==> config.mk <==
export PLATFORM = sky130hd
export DESIGN_NAME = cpu_bus_arbiter
export DESIGN_NICKNAME = d
export VERILOG_FILES = /design/src/rtl/cpu_bus_arbiter.sv
export SDC_FILE = /design/constraint.sdc
export NUM_CORES = 1
export LEC_CHECK = 0
export CORE_AREA = 2 2 116 118
export CTS_CLUSTER_DIAMETER = 30
export CTS_CLUSTER_SIZE = 20
export DETAILED_ROUTE_END_ITERATION = 10
export DIE_AREA = 0 0 118 120
export GPL_TIMING_DRIVEN = 0
export HOLD_SLACK_MARGIN = 0.1
export SLEW_MARGIN = 20
export SYNTH_ARGS = -nofsm -noshare
export SYNTH_HDL_FRONTEND = slang
export SYNTH_SLANG_ARGS = --single-unit
==> constraint.sdc <==
create_clock -name i_clock -period 1.9 [get_ports i_clock]
set_clock_uncertainty 0.1 [all_clocks]
set_input_delay 0.285 -clock i_clock [delete_from_list [all_inputs] [get_ports i_clock]]
set_output_delay 0.285 -clock i_clock [all_outputs]
set_load 0.03 [all_outputs]
==> src/rtl/cpu_bus_arbiter.sv <==
// Two-port (I-fetch / D-cache) arbiter for the single external memory bus.
// Define CPU_BUS_ARBITER_RR_EN for round-robin; default build is fixed D-priority.
module cpu_bus_arbiter (
    input  logic        i_clock,
    input  logic        i_reset,

    input  logic        i_i_request,
    input  logic        i_i_rw,
    input  logic [31:0] i_i_address,
    input  logic [31:0] i_i_wdata,
    output logic        o_i_ready,
    output logic [31:0] o_i_rdata,

    input  logic        i_d_request,
    input  logic        i_d_rw,
    input  logic [31:0] i_d_address,
    input  logic [31:0] i_d_wdata,
    output logic        o_d_ready,
    output logic [31:0] o_d_rdata,

    output logic        o_bus_request,
    output logic        o_bus_rw,
    output logic [31:0] o_bus_address,
    output logic [31:0] o_bus_wdata,
    input  logic        i_bus_ready,
    input  logic [31:0] i_bus_rdata
);

    typedef enum logic [1:0] {
        IDLE    = 2'd0,
        GRANT_I = 2'd1,
        GRANT_D = 2'd2,
        HOLDOFF = 2'd3
    } state_t;

    state_t state;
    logic   pick_d;

`ifdef CPU_BUS_ARBITER_RR_EN
    // 0 = I-port completed last, 1 = D-port completed last
    logic   last;
`endif

    // Winner among current requesters when leaving IDLE
    always_comb begin
        pick_d = i_d_request;
`ifdef CPU_BUS_ARBITER_RR_EN
        if (i_i_request && i_d_request)
            pick_d = ~last;
`endif
    end

    always_ff @(posedge i_clock or negedge i_reset) begin
        if (!i_reset) begin
            state <= IDLE;
`ifdef CPU_BUS_ARBITER_RR_EN
            last  <= 1'b1;
`endif
        end else begin
            case (state)
                IDLE: begin
                    if (i_i_request || i_d_request)
                        state <= pick_d ? GRANT_D : GRANT_I;
                end
                GRANT_I: begin
                    if (i_bus_ready) begin
                        state <= HOLDOFF;
`ifdef CPU_BUS_ARBITER_RR_EN
                        last  <= 1'b0;
`endif
                    end else if (!i_i_request) begin
                        state <= HOLDOFF;
                    end
                end
                GRANT_D: begin
                    if (i_bus_ready) begin
                        state <= HOLDOFF;
`ifdef CPU_BUS_ARBITER_RR_EN
                        last  <= 1'b1;
`endif
                    end else if (!i_d_request) begin
                        state <= HOLDOFF;
                    end
                end
                // One dead cycle swallows the request still high on the edge after ready
                HOLDOFF: state <= IDLE;
                default: state <= IDLE;
            endcase
        end
    end

    // Bus side and ready routing follow the grant combinationally
    always_comb begin
        o_bus_request = 1'b0;
        o_bus_rw      = 1'b0;
        o_bus_address = 32'd0;
        o_bus_wdata   = 32'd0;
        o_i_ready     = 1'b0;
        o_d_ready     = 1'b0;
        case (state)
            GRANT_I: begin
                o_bus_request = i_i_request;
                o_bus_rw      = i_i_rw;
                o_bus_address = i_i_address;
                o_bus_wdata   = i_i_wdata;
                o_i_ready     = i_bus_ready;
            end
            GRANT_D: begin
                o_bus_request = i_d_request;
                o_bus_rw      = i_d_rw;
                o_bus_address = i_d_address;
                o_bus_wdata   = i_d_wdata;
                o_d_ready     = i_bus_ready;
            end
            default: ;
        endcase
    end

    assign o_i_rdata = i_bus_rdata;
    assign o_d_rdata = i_bus_rdata;

endmodule
==> run_summary.xml <==
<?xml version="1.0" encoding="UTF-8"?>
<metrics>
  <group name="yosys">
    <metric name="post_synth_inst_count" unit="">237</metric>
    <metric name="synth_sequential_area_ratio" unit="">0.0290</metric>
    <metric name="synth_warnings" unit="">0</metric>
    <metric name="netlist_top_cells_area" unit="">sky130_fd_sc_hd__buf_4, sky130_fd_sc_hd__a22oi_1, sky130_fd_sc_hd__nor2b_1</metric>
    <metric name="synth.top_cell.area_share" unit="">0.292</metric>
    <metric name="synth_compound_area_frac" unit="">0.311</metric>
    <metric name="netlist.top_cell.by_area" unit="">sky130_fd_sc_hd__buf_4</metric>
    <metric name="combinational_family_with_the_most_area_after_synthesis" unit="">buffers and inverters</metric>
    <metric name="synth_xor_xnor_area_share" unit="">0</metric>
    <metric name="post_synth_mux_area_share" unit="">0.0174</metric>
    <metric name="synth_nets" unit="">409</metric>
    <metric name="synthesis.area_per_instance" unit="um2">7.28</metric>
    <metric name="synth_fa_ha_area_frac" unit="">0.0363</metric>
    <metric name="syn_area" unit="um2">1730</metric>
    <metric name="synth.ff_latch_count" unit="">2</metric>
    <metric name="distinct_cell_type_count_after_synthesis" unit="">17</metric>
    <metric name="synth_simple_gate_area_share" unit="">0.251</metric>
  </group>
  <group name="placement">
    <metric name="postPlaceCellArea" unit="um2">4740</metric>
    <metric name="buffer_ports.inserted" unit="">266</metric>
    <metric name="post-place-ws" unit="ns">-0.780</metric>
    <metric name="dpl.cell_count" unit="">679</metric>
    <metric name="globalplace.congestion" unit="">0.769</metric>
    <metric name="post_detail_place_hpwl" unit="um">8100</metric>
  </group>
  <group name="run_status">
    <metric name="violations" unit="">negative setup slack</metric>
    <metric name="outcome" unit="">complete, but fails checks</metric>
  </group>
  <group name="grt">
    <metric name="global_route.usage.total" unit="">0.132</metric>
    <metric name="antenna_found_initial" unit="">0</metric>
    <metric name="grt_max_degree" unit="">11</metric>
    <metric name="grt_pass1_wl" unit="um">15300</metric>
    <metric name="grt_overflow_total" unit="">0</metric>
    <metric name="first_global_vias" unit="">3013</metric>
  </group>
  <group name="timing">
    <metric name="worst_slew_margin_rel" unit="">0.770</metric>
    <metric name="post-route-worst-setup-slack" unit="ns">-0.189</metric>
    <metric name="final_min_period_over_clock_period" unit="">1.10</metric>
    <metric name="timing_worst_slew_pin_value" unit="ns">0.344</metric>
    <metric name="hold_viol" unit="">0</metric>
    <metric name="slew_violations" unit="">0</metric>
    <metric name="setup_violations" unit="">60</metric>
    <metric name="final_period_minus_worst_setup_slack" unit="ns">2.09</metric>
    <metric name="setup_repair_after_global_routing_missed_its_margin" unit="">yes</metric>
    <metric name="maxClockFrequency" unit="MHz">479</metric>
  </group>
  <group name="floorplan">
    <metric name="dieArea" unit="um2">14200</metric>
    <metric name="io-pin-count" unit="">299</metric>
    <metric name="die_height" unit="um">120</metric>
    <metric name="rows" unit="">42</metric>
    <metric name="core_region_area" unit="um2">13000</metric>
    <metric name="start_util" unit="">0.133</metric>
    <metric name="die_width" unit="um">118</metric>
  </group>
  <group name="detailed_routing">
    <metric name="remaining_design_rule_violation_count" unit="">0</metric>
    <metric name="route.vias.total" unit="">2828</metric>
    <metric name="wl_per_cell" unit="um">14.7</metric>
    <metric name="avgViaCountPerCell" unit="">4.02</metric>
    <metric name="first_iter_violations" unit="">58</metric>
    <metric name="postRouteAntennaNets" unit="">0</metric>
    <metric name="drtPass1Iterations" unit="">4</metric>
    <metric name="wirelength" unit="um">10300</metric>
  </group>
  <group name="pwr">
    <metric name="power_per_cell_area" unit="nW/um2">1600</metric>
    <metric name="vdd.ir_drop.worst" unit="uV">471</metric>
    <metric name="design_power_total" unit="mW">8.91</metric>
    <metric name="p_leak" unit="nW">2.27</metric>
  </group>
  <group name="layout">
    <metric name="top_regs" unit="">state x2</metric>
    <metric name="registers.top_by_ff_count" unit="">state</metric>
    <metric name="fillers" unit="">1261</metric>
    <metric name="nets" unit="">701</metric>
    <metric name="finish.utilization" unit="">0.430</metric>
    <metric name="layout.cells.non_filler" unit="">703</metric>
    <metric name="layout_commonest_cell" unit="">sky130_fd_sc_hd__clkdlybuf4s50_1</metric>
    <metric name="layout_common_cells" unit="">sky130_fd_sc_hd__clkdlybuf4s50_1, sky130_fd_sc_hd__buf_4, sky130_fd_sc_hd__a22oi_2</metric>
    <metric name="seq_area" unit="um2">50.0</metric>
    <metric name="fin_area" unit="um2">5590</metric>
    <metric name="syn_to_final_growth" unit="%">224</metric>
    <metric name="drive_above_1_share" unit="">0.562</metric>
    <metric name="largest_reg_flops" unit="">2</metric>
    <metric name="multi_input_comb_area" unit="um2">1590</metric>
    <metric name="antenna_cells_inserted" unit="">0</metric>
  </group>
  <group name="setup_path">
    <metric name="reg2reg_from" unit="">state[0]</metric>
    <metric name="timing.reg2reg.setup_slack" unit="ns">0.19</metric>
    <metric name="cp.arrival" unit="ns">1.70</metric>
    <metric name="critical_path.max_fanout" unit="">6</metric>
    <metric name="criticalPathCategory" unit="">flop to primary output</metric>
    <metric name="worstRegToRegCells" unit="">7</metric>
    <metric name="worstPathRequired" unit="ns">1.51</metric>
    <metric name="end_kind" unit="">primary output</metric>
    <metric name="startpoint_type" unit="">flop</metric>
    <metric name="worstReg2RegEnd" unit="">state[0]</metric>
  </group>
  <group name="cts">
    <metric name="tritoncts" unit="">yes</metric>
    <metric name="tritoncts_buffers" unit="">3</metric>
    <metric name="clock-sinks" unit="">2</metric>
    <metric name="ctsHtreeMaxLevel" unit="">1</metric>
    <metric name="clock_tree.root_cell" unit="">sky130_fd_sc_hd__clkbuf_16</metric>
    <metric name="cts_hold_buffers" unit="">0</metric>
    <metric name="clkTransAtPathRegs" unit="ns">0.03</metric>
    <metric name="clkLatencyLatePin" unit="ns">0.22</metric>
    <metric name="ctsLongestPathBuffers" unit="">2</metric>
  </group>
  <group name="worst_hold_path">
    <metric name="timing.hold.worst.class" unit="">primary input to asynchronous set/reset pin</metric>
  </group>
  <group name="run">
    <metric name="max_cap_violations" unit="">0</metric>
  </group>
</metrics>
[synthesized netlist by cell type, drive strengths merged]
library cell  count
o21ai             1
mux2i             3
a22oi            67
nor2              1
buf              81
ha                5
nand2             1
nor2b            66
and2              2
o2bb2ai           1
dfrtp             2
clkbuf            5
inv               2
[per-stage QoR]
stage	hold slack (ns)	TNS [ns]
floorplan	-0.111	0
global route	0.143	-10.80
detailed placement	0.367	-43.50
global placement	0.361	-42.09
finish	0.138	-5.20
CTS	0.138	-7.57
[logic make-up (layout without fill, tap and decap cells)]
family | count (synthesis) | count (layout)
flip-flops | 2 | 2
adder cells (fa/ha/maj) | 5 | 5
multiplexers | 3 | 3
AO/OA/AOI/OAI | 69 | 69
buffers and inverters | 88 | 378
AND/OR/NAND/NOR | 70 | 70
[critical path, stage by stage (launching register included)]
cell,delay [ns]
sky130_fd_sc_hd__dfrtp_1,0.38
sky130_fd_sc_hd__buf_6,0.13
sky130_fd_sc_hd__ha_4,0.16
sky130_fd_sc_hd__buf_12,0.14
sky130_fd_sc_hd__buf_8,0.14
sky130_fd_sc_hd__clkbuf_16,0.15
sky130_fd_sc_hd__a22oi_2,0.18
sky130_fd_sc_hd__nor2b_2,0.06
sky130_fd_sc_hd__buf_6,0.14
[power breakdown]
| part | switching (mW) | internal, mW | total [mW] |
|---|---|---|---|
| sequential | 0.0177 | 0.0681 | 0.0858 |
| combinational | 4.09 | 4.42 | 8.51 |
| clock | 0.0472 | 0.268 | 0.315 |
[how the worst max path moves through the flow]
stage	startpoint	end	slack [ns]	depth (start not counted)
global placement	state[1]	o_bus_address[0]	-0.77	6
finish	state[1]	o_bus_wdata[30]	-0.19	8
detailed placement	state[1]	o_bus_address[0]	-0.78	6
floorplan	state[1]	o_bus_address[13]	0.07	4
global route	state[1]	o_bus_wdata[28]	-0.25	8
CTS	state[1]	o_bus_address[0]	-0.20	8
[what timing repair did]
item / in CTS / in global routing
cloned: 3 / 3
resized for setup: 518 / 69
pin swaps: 9 / 15
setup endpoints to repair: 68 / 67
hold endpoints to repair: 0 / 0
setup buffers: 17 / 2
[routing by layer]
layer  up-vias  GRT usage  part of all wire
met3         8     0.0447             0.097
met5         -          0                 0
met1      1287      0.140              0.36
li1       1351          -                 -
met4         0     0.0166            0.0069
met2       182      0.256              0.53
[layout make-up]
| class | count | share of cell area |
|---|---|---|
| Timing Repair Buffer | 290 | 0.519 |
| Inverter | 2 | 0.00134 |
| Clock buffer | 3 | 0.0134 |
| Buffer | 83 | 0.133 |
| Sequential cell | 2 | 0.00896 |
| Tap cell | 176 | 0.0394 |
| Multi-Input combinational cell | 147 | 0.285 |
Note: power is estimated with default switching activity, not from simulation.
